<file path="src/rtl/mult_pkg.sv">
// Shared types for the sequential shift-and-add multiplier.
package mult_pkg;

    typedef enum logic [1:0] {
        IDLE = 2'd0,
        BUSY = 2'd1,
        DONE = 2'd2
    } state_e;

endpackage

</file>
<file path="src/rtl/seq_multiplier.sv">
// Sequential shift-and-add multiplier, one multiplier bit per cycle, valid/ready on both sides.
// Define SEQ_MULTIPLIER_SIGNED_EN to add the signed_mode input (two's-complement operands).
module seq_multiplier
    import mult_pkg::*;
#(
    parameter int unsigned WIDTH = 8
) (
    input  logic                 clk,
    input  logic                 rst,
`ifdef SEQ_MULTIPLIER_SIGNED_EN
    input  logic                 signed_mode,
`endif
    input  logic                 in_valid,
    output logic                 in_ready,
    input  logic [WIDTH-1:0]     A,
    input  logic [WIDTH-1:0]     B,
    output logic                 out_valid,
    input  logic                 out_ready,
    output logic [2*WIDTH-1:0]   P
);

    localparam int unsigned CNT_W = $clog2(WIDTH) + 1;
    localparam logic [CNT_W-1:0] CntLast = CNT_W'(WIDTH - 1);

    state_e               state_q, state_d;
    logic                 in_ready_q, in_ready_d;
    logic                 out_valid_q, out_valid_d;
    logic [2*WIDTH-1:0]   p_q, p_d;
    logic [2*WIDTH-1:0]   mcand_q, mcand_d;
    logic [WIDTH-1:0]     mplier_q, mplier_d;
    logic [2*WIDTH-1:0]   acc_q, acc_d;
    logic [CNT_W-1:0]     cnt_q, cnt_d;
    logic [2*WIDTH-1:0]   sum;
    logic                 cap_signed;
    logic                 neg_step;

`ifdef SEQ_MULTIPLIER_SIGNED_EN
    logic                 signed_q, signed_d;

    assign cap_signed = signed_mode;
    // The multiplier MSB carries weight -2^(WIDTH-1) in signed mode, so that step subtracts.
    assign neg_step   = signed_q && (cnt_q == CntLast);
`else
    assign cap_signed = 1'b0;
    assign neg_step   = 1'b0;
`endif

    always_comb begin
        state_d     = state_q;
        in_ready_d  = in_ready_q;
        out_valid_d = out_valid_q;
        p_d         = p_q;
        mcand_d     = mcand_q;
        mplier_d    = mplier_q;
        acc_d       = acc_q;
        cnt_d       = cnt_q;
        sum         = acc_q;
`ifdef SEQ_MULTIPLIER_SIGNED_EN
        signed_d    = signed_q;
`endif
        unique case (state_q)
            IDLE: begin
                if (in_valid) begin
                    mcand_d    = {{WIDTH{cap_signed & A[WIDTH-1]}}, A};
                    mplier_d   = B;
                    acc_d      = '0;
                    cnt_d      = '0;
                    in_ready_d = 1'b0;
                    state_d    = BUSY;
`ifdef SEQ_MULTIPLIER_SIGNED_EN
                    signed_d   = signed_mode;
`endif
                end
            end
            BUSY: begin
                if (mplier_q[0]) begin
                    sum = neg_step ? (acc_q - mcand_q) : (acc_q + mcand_q);
                end
                acc_d    = sum;
                mcand_d  = mcand_q << 1;
                mplier_d = mplier_q >> 1;
                cnt_d    = cnt_q + CNT_W'(1);
                if (cnt_q == CntLast) begin
                    state_d     = DONE;
                    out_valid_d = 1'b1;
                    p_d         = sum;
                end
            end
            DONE: begin
                if (out_ready) begin
                    state_d     = IDLE;
                    out_valid_d = 1'b0;
                    p_d         = '0;
                    in_ready_d  = 1'b1;
                end
            end
            default: begin
                state_d     = IDLE;
                in_ready_d  = 1'b1;
                out_valid_d = 1'b0;
                p_d         = '0;
            end
        endcase
    end

    always_ff @(posedge clk or posedge rst) begin
        if (rst) begin
            state_q     <= IDLE;
            in_ready_q  <= 1'b1;
            out_valid_q <= 1'b0;
            p_q         <= '0;
            mcand_q     <= '0;
            mplier_q    <= '0;
            acc_q       <= '0;
            cnt_q       <= '0;
`ifdef SEQ_MULTIPLIER_SIGNED_EN
            signed_q    <= 1'b0;
`endif
        end else begin
            state_q     <= state_d;
            in_ready_q  <= in_ready_d;
            out_valid_q <= out_valid_d;
            p_q         <= p_d;
            mcand_q     <= mcand_d;
            mplier_q    <= mplier_d;
            acc_q       <= acc_d;
            cnt_q       <= cnt_d;
`ifdef SEQ_MULTIPLIER_SIGNED_EN
            signed_q    <= signed_d;
`endif
        end
    end

    assign in_ready  = in_ready_q;
    assign out_valid = out_valid_q;
    assign P         = p_q;

endmodule

</file>
<file path="config.mk">
export PLATFORM = sky130hd
export DESIGN_NAME = seq_multiplier
export DESIGN_NICKNAME = d
export VERILOG_FILES = /design/src/rtl/mult_pkg.sv /design/src/rtl/seq_multiplier.sv
export SDC_FILE = /design/constraint.sdc
export NUM_CORES = 1
export LEC_CHECK = 0
export ABC_AREA = 0
export BUFFER_PORTS_ARGS = -buffer_cell sky130_fd_sc_hd__buf_2
export CAP_MARGIN = 10
export CORE_MARGIN = 2
export CORE_UTILIZATION = 50
export CTS_BUF_LIST = sky130_fd_sc_hd__clkbuf_16
export DETAILED_ROUTE_END_ITERATION = 6
export PLACE_DENSITY = 0.8
export SYNTH_ARGS = -nofsm -noshare
export SYNTH_HDL_FRONTEND = slang
export SYNTH_SLANG_ARGS = --single-unit
</file>
<file path="constraint.sdc">
create_clock -name clk -period 5.5 [get_ports clk]
set_input_delay 1.65 -clock clk [delete_from_list [all_inputs] [get_ports clk]]
set_output_delay 1.65 -clock clk [all_outputs]
set_load 0.05 [all_outputs]
</file>
==> results.cfg, run 1 <==
[final_layout]
regArea_um2 = 1600
multi_input_area_um2 = 1920
fillerInstances = 609
syn2layout_area_growth_pct = 15.3
diodes = 0
fin_cells = 514
drive_above_1_share = 0.196
nNetsFinal = 450
fin_area_um2 = 4160

[timing]
tightest_slew_ps = 910
relSlewSlack = 0.393
tns_ps = 0
setup_violations = 0
post-route-period-util = 0.503
hold_viol_final = 0
clock_skew_ps = 7.60
fmax_mhz = 361
rsz0062_at_grt = no
maxSlewViolCount = 0
whs_ps = 466
final.min_clock_period_ps = 2770

[routing]
drc = 0
first_iter_violations = 170
vias_per_cell = 5.73
ant_nets = 0
vias = 2944
drtPass1Iterations = 4
finalWirelength_um = 8040
wire_per_inst_um = 15.6

[worst_setup_path]
critPathLaunch = in_ready
cp_cell_sequence = buf_2
cp_slowest_cell = dfstp_2
end_kind = primary output
crit_type = register to primary output
crit_arrival_ps = 1120
crit_fanout = 3
reg2reg_depth = 8
crit_family = flip-flops
cp_data_required_time_ps = 3850
worstReg2RegStart = mcand_q[0]
max_stage_delay_ps = 540
crit_path_start_kind = register
rrSetupSlack_ps = 2870
crit_buf_inv = 1
r2r_end = P[10]

[cts]
ctsResizeCount = 0
cts_setup_buffers = 0
clk_latency_ps = 330
cts_buffers = 9
htree_levels = 3
hold_buffers = 0
cts_tree = built
cts.path.max_buffers = 2
cts.sinks = 64
clk_pin_slew_ps = 50
root_buffer = clkbuf_16

[worst_hold_path]
hold_path_end = P[2]
hp-class = register to register
min-delay-start = P[2]
hold_path_depth = 2

[floorplanning]
fp.dieArea_um2 = 7920
initial_core_util = 0.523
die_y_um = 89.0
rows = 30
die_x_um = 89.0
core_um2 = 6910
io_pins = 38

[pwr]
p_per_area_nw_per_um2 = 626
p_leak_uw = 0.00195
ir_drop_v = 0.000312
power.total_uw = 2610

[logic_synthesis]
yosysTopAreaCell = dfrtp_1
seq_area_frac_synth = 0.444
netlist_area_um2 = 3610
synth_warnings = 0
synthFlopType = dfrtp_1
syn_nets = 419
avgSynthCellArea_um2 = 9.45
async_reset_ff_frac = 1.00
synth_area_leaders = dfrtp_1 (44%), nand2_1 (5.8%), ha_1 (5.5%), o21ai_0 (5.0%), a21oi_1 (4.7%)
synthTopCellsByCount = dfrtp_1 (63), nand2_1 (56), o21ai_0 (36)
syn-instance-count = 382
yosysMostFrequentCell = dfrtp_1
yosys_register_bits = 64
synth_cell_types = 55
yosysTopAreaCellShare = 0.437
synth_edf_count = 0

[global_route]
grt_antenna_before_repair = 0
grt_pass1_vias = 2791
grt_pass1_wl_um = 13600
grt_overflow = 0
grt_max_degree = 40
grt_usage = 0.224

[outcome]
status = finished, final reports clean

[placed_design]
port_buffers = 37
dp.cells = 498
gp_congestion = 0.940
post-dp-hpwl_um = 5630
place_area_um2 = 3870

[run]
max-cap-violations = 0
## metal layers
layer,share of wire,GRT usage,vias up
met5,0,0,-
met4,0.0057,0.0611,0
met3,0.054,0.0462,6
met2,0.46,0.356,76
met1,0.48,0.314,1415
li1,-,-,1447
## stage by stage
stage	worst slack, ps	util
after global placement	2490	0.560
final	2730	0.603
after detailed placement	2460	0.560
after CTS	2730	0.603
after floorplan	2250	-
after global routing	2710	0.603
## cell usage in the layout, fill, tap and decap left out, types with 2 or more instances in the layout
cell        Yosys  final
nand3b_1        3      3
xnor2_1         6      6
a31oi_1         3      3
a21oi_2         3      3
clkinvlp_4      0      2
buf_4           0      4
a211oi_1        3      3
nand2b_1        3      3
nand4_1         3      3
mux2i_1        14     14
a21o_4          2      2
xor2_1          3      3
o21a_1          5      5
a211oi_2        2      2
a21oi_1        34     34
clkinv_4        0      2
ha_1           16     16
and3_1          4      4
a21o_1          3      3
o21ai_0        36     36
nand2_1        56     56
or2_2           3      3
nor2_1         23     23
o31ai_1         4      4
a22o_1         13     13
nor2b_1        13     12
clkinv_2        0      2
clkbuf_16       0      9
buf_2           6     37
mux2_2          3      3
nand3_1         7      7
dfrtp_1        63     63
a22oi_1         7      7
## registers in the layout (all words and copies together) (netlist names)
signal and cells:
state_q 2, cnt_q 4, acc_q 16, P 16, mplier_q 8, out_valid 1, mcand_q 16, in_ready 1
## report_power, final
group          total (uW)  internal, uW  switching [uW]
clock network         554           350             205
logic                1210           447             765
registers             841           654             187
## worst max-delay path by stage
| stage | to | cells past startpoint |
|---|---|---|
| finish | in_ready | 1 |
| global route | in_ready | 1 |
| CTS | in_ready | 1 |
| detailed placement | acc_q[8] | 5 |
| global placement | acc_q[8] | 5 |
| floorplan | P[0] | 1 |
## kinds of logic after synthesis
logic type / after synthesis / synth area share
AOI/OAI and AO/OA: 129 / 0.236
and+or+nand+nor: 124 / 0.165
DFF: 64 / 0.444
buffers and inverters: 22 / 0.0249
muxes: 17 / 0.0482
adders and majority gates: 17 / 0.0610
xor gates and xnor gates: 9 / 0.0218
## final cells by class
cell class / instances / share of cell area
inverters: 1 / 0.000901
repair buffers: 41 / 0.0517
multi-input cells: 296 / 0.462
clock inverters: 7 / 0.0174
clock buffers: 9 / 0.0541
well taps: 96 / 0.0288
flip-flops and latches: 64 / 0.385
## worst reg2reg max path: stages, from the launching register on
cell	delay, ps
dfrtp_1	440
ha_1	260
fa_1	420
a21o_4	250
a311oi_2	440
nor3_1	110
nor2_1	210
mux2_2	360
nand3_1	80
No activity file was read; power rests on OpenSTA's default activity.
==> run 2: changes to the inputs <==
==> constraint.sdc (replaced) <==
create_clock -name clk -period 2.8 [get_ports clk]
set_input_delay 0.84 -clock clk [delete_from_list [all_inputs] [get_ports clk]]
set_output_delay 0.84 -clock clk [all_outputs]
set_load 0.05 [all_outputs]
==> run 2 against run 1 <==
  * Combinational power is 110% higher
  * Sequential power is 90% higher
  * Via count is 1.9% higher
  * Clock power is 110% higher
  * Total power is 100% higher
  * Utilization is 0.72 points higher
  * Global-route usage is 1.4 points higher
  * Non-clock buffer count is 4 higher
  * Highest routed layer unchanged
  * Largest cell class unchanged
  * Final cell count is 0.78% higher
  * Clock skew is 1.4 ps lower
  * First-iteration DRC count is 52% higher
==> results.cfg, run 2 (synthesized netlist as in run 1, its figures left out) <==
[outcome]
status = finished, final reports clean

[global_route]
busiest_layer = met2
grt_max_degree = 64
met3_usage = 0.0489
gr-usage-met2 = 0.375
grt_pass1_wl_um = 14300
grt_use_met1 = 0.318
grt_overflow = 0
grt_antenna_before_repair = 0
grt_usage = 0.238
grt_pass1_vias = 2986

[worst_setup_path]
r2r_end = P[10]
worstReg2RegStart = mcand_q[0]
crit_fanout = 4
crit_type = register to register
reg2reg_depth = 8
rrSetupSlack_ps = 250
end_kind = register
crit_arrival_ps = 2810
critPathLaunch = mcand_q[0]
crit_path_start_kind = register
cp_data_required_time_ps = 3060

[placed_design]
port_buffers = 37
place_area_um2 = 3910
post-dp-hpwl_um = 5680
dp_slack_ps = 287
gp_congestion = 0.880

[pwr]
power.total_uw = 5240
p_per_area_nw_per_um2 = 1240
ir_drop_v = 0.000673
p_leak_uw = 0.00199

[routing]
vias_per_cell = 5.79
ant_nets = 0
wire_per_inst_um = 16.0
vias = 3001
drc = 0
drtPass1Iterations = 4
finalWirelength_um = 8280
first_iter_violations = 258

[final_layout]
drive_above_1_share = 0.194
syn2layout_area_growth_pct = 16.7
diodes = 0
fillerInstances = 613
nNetsFinal = 454
fin_area_um2 = 4210
final_common_cell = dfrtp_1
mostFrequentLayoutCells = dfrtp_1 (63), nand2_1 (56), buf_2 (37), o21ai_0 (36), a21oi_1 (34)

[floorplanning]
die_x_um = 89.0
fp.dieArea_um2 = 7920
initial_core_util = 0.523
core_um2 = 6910
rows = 30
die_y_um = 89.0
io_pins = 38

[timing]
tns_ps = 0
hold_viol_final = 0
setup_violations = 0
relSlewSlack = 0.540
rsz0062_at_grt = no
fmax_mhz = 393
post-route-period-util = 0.910
worst_slack_ps = 253
final.min_clock_period_ps = 2550
whs_ps = 353
tightest_slew_ps = 689
maxSlewViolCount = 0
clock_skew_ps = 6.21

[cts]
cts.sinks = 64
cts_buffers = 9
clk_pin_slew_ps = 50
htree_levels = 3
cts.path.max_buffers = 2
ctsResizeCount = 0
cts_setup_buffers = 0
root_buffer = clkbuf_16
clk_latency_ps = 330
hold_buffers = 0
cts_tree = built

[worst_hold_path]
hp-class = input pin to async pin

[run]
max-cap-violations = 0
## run 2: cell count changes in the layout (fill, tap and decap cells not counted), sizes merged
cell,previous run,this run
buf,41,45
bufinv,1,2
clkinv,4,3
clkinvlp,2,0
inv,1,3
## run 2: cell type report
type | instances | area [um2] | area share
clock buffer | 9 | 225 | 0.0534
clock inverter | 7 | 80.1 | 0.0190
tap | 96 | 120 | 0.0285
timing repair buffer | 45 | 258 | 0.0612
multi-input combinational | 296 | 1920 | 0.457
sequential | 64 | 1600 | 0.380
inverter | 1 | 3.75 | 0.000891
## run 2: worst max-delay path: stages (launching register included)
cell and delay (ps):
dfrtp_1 410, ha_1 240, fa_1 430, a21o_4 250
a311oi_2 400, nor3_1 110, nor2_1 190, mux2_2 350
nand3_1 80
## run 2: power breakdown
group          switching (uW)  leakage [uW]  internal (uW)
combinational            1590       0.00100            909
sequential                315      0.000830           1290
clock                     382      0.000157            764
## run 2: layer usage
metal,share of wire,wire length (um)
met1,0.46,3790
met2,0.46,3830
met3,0.056,461
met4,0.023,192
met5,0,0
## run 2: worst max path at each step
| stage | end | cells past startpoint |
|---|---|---|
| 6_report | P[10] | 8 |
| 5_1_grt | P[10] | 8 |
| 4_1_cts | P[10] | 8 |
| 3_5_place_dp | P[10] | 8 |
| 3_3_place_gp | P[10] | 8 |
| 2_1_floorplan | P[0] | 1 |
## run 2: metrics by stage
stage	utilization	instances
2_1_floorplan	-	382
3_3_place_gp	0.566	502
3_5_place_dp	0.566	502
4_1_cts	0.610	518
5_1_grt	0.610	518
6_report	0.610	518
==> run 3: changes to the inputs <==
--- a/config.mk
+++ b/config.mk
@@ -6,13 +6,12 @@
 export NUM_CORES = 1
 export LEC_CHECK = 0
 export ABC_AREA = 0
-export BUFFER_PORTS_ARGS = -buffer_cell sky130_fd_sc_hd__buf_2
 export CAP_MARGIN = 10
-export CORE_MARGIN = 2
 export CORE_UTILIZATION = 50
 export CTS_BUF_LIST = sky130_fd_sc_hd__clkbuf_16
 export DETAILED_ROUTE_END_ITERATION = 6
-export PLACE_DENSITY = 0.8
+export DONT_BUFFER_PORTS = 1
+export PLACE_DENSITY = 0.75
 export SYNTH_ARGS = -nofsm -noshare
 export SYNTH_HDL_FRONTEND = slang
 export SYNTH_SLANG_ARGS = --single-unit
==> run 3 against run 2 <==
  * Global-route usage grew 0.73 points
  * Sequential power grew 24%
  * Setup slack gained 28 ps
  * Critical endpoint unchanged
==> results.cfg, run 3 (synthesized netlist as in run 1, its figures left out) <==
[outcome]
status = finished, final reports clean

[final_layout]
diodes = 0
final_common_cell = dfrtp_1
syn2layout_area_growth_pct = 11.6
fin_area_um2 = 4030
drive_above_1_share = 0.130
mostFrequentLayoutCells = dfrtp_1 (63), nand2_1 (56), o21ai_0 (36), a21oi_1 (34), nor2_1 (23)
fillerInstances = 603
nNetsFinal = 418

[floorplanning]
rows = 30
die_x_um = 87.0
core_um2 = 6870
die_y_um = 87.0
io_pins = 38
fp.dieArea_um2 = 7570
initial_core_util = 0.526

[timing]
worst_slack_ps = 281
rsz0062_at_grt = no
clock_skew_ps = 5.39
relSlewSlack = 0.532
fmax_mhz = 397
tightest_slew_ps = 701
maxSlewViolCount = 0
final.min_clock_period_ps = 2520
whs_ps = 442
tns_ps = 0
setup_violations = 0
post-route-period-util = 0.900
hold_viol_final = 0

[worst_setup_path]
worstReg2RegStart = mcand_q[0]
critPathLaunch = mcand_q[0]
crit_fanout = 4
max_stage_delay_ps = 430
crit_type = register to register
end_kind = register
cp_slowest_cell = fa_1
rrSetupSlack_ps = 280
cp_cell_sequence = ha_1, fa_1, a21o_4, a311oi_2, nor3_1, nor2_1, mux2_2, nand3_1
crit_path_start_kind = register
crit_arrival_ps = 2790
cp_data_required_time_ps = 3070

[cts]
cts_setup_buffers = 0
cts.sinks = 64
clk_pin_slew_ps = 50
cts_tree = built
clk_latency_ps = 330
hold_buffers = 0
cts_buffers = 9
root_buffer = clkbuf_16
cts.path.max_buffers = 2
ctsResizeCount = 0
htree_levels = 3

[routing]
finalWirelength_um = 8240
vias = 2890
wire_per_inst_um = 17.1
drtPass1Iterations = 4
first_iter_violations = 216
drc = 0
vias_per_cell = 6.00
ant_nets = 0

[global_route]
grt_antenna_before_repair = 0
grt_overflow = 0
grt_usage = 0.245
grt_max_degree = 65
grt_pass1_vias = 2879
grt_pass1_wl_um = 14100

[placed_design]
port_buffers = 0
gp_congestion = 0.885
dp_slack_ps = 314
place_area_um2 = 3730
post-dp-hpwl_um = 5700

[pwr]
power.total_uw = 5090
ir_drop_v = 0.000662
p_leak_uw = 0.00182
p_per_area_nw_per_um2 = 1260

[run]
max-cap-violations = 0

[worst_hold_path]
hp-class = input pin to async pin
==> run 3: cell types whose count changed in the layout (fill, tap and decap cells not counted), sizes merged <==
| cell | delta |
|---|---|
| buf | -36 |
| bufinv | -1 |
| clkinv | +1 |
| clkinvlp | +2 |
| inv | -2 |
==> run 3: path summary, 6_finish.rpt <==
| check | to | cells after the start |
|---|---|---|
| max | P[10] | 8 |
| min | mplier_q[3] | 2 |
| max reg2reg | P[10] | 8 |
| min reg2reg | acc_q[3] | 2 |
| max in group asynchronous | P[4] | 2 |
| min in group clk | acc_q[3] | 2 |
==> run 3: through the flow <==
step	cells	util
after floorplan	382	-
after global placement	466	0.543
after detailed placement	466	0.543
after CTS	482	0.587
after global routing	482	0.587
final	482	0.587
==> run 3: metal layers <==
metal / global-route usage / share of wire
met1: 0.319 / 0.46
met2: 0.386 / 0.45
met3: 0.0900 / 0.076
met4: 0.0636 / 0.013
met5: 0 / 0
==> run 3: final cells by class <==
| type | instances | area [um2] | share of cell area |
|---|---|---|---|
| Clock buffer | 9 | 225 | 0.0559 |
| Multi-Input combinational cell | 296 | 1920 | 0.478 |
| Timing Repair Buffer | 9 | 80.1 | 0.0199 |
| Sequential cell | 64 | 1600 | 0.398 |
| Tap cell | 96 | 120 | 0.0298 |
| Inverter | 1 | 3.75 | 0.000932 |
| Clock inverter | 7 | 72.6 | 0.0180 |
==> run 3: critical path: cells and delay by family (launching register included) <==
| kind | cells | cell delay, ps |
|---|---|---|
| adder cells (fa/ha/maj) | 2 | 670 |
| AO/OA/AOI/OAI | 2 | 640 |
| flip-flops | 1 | 410 |
| AND/OR/NAND/NOR | 3 | 380 |
| multiplexers | 1 | 360 |
==> run 3: power breakdown <==
part,internal [uW],switching [uW]
Combinational,842,1170
Clock,687,414
Sequential,1280,699
Total,2810,2280
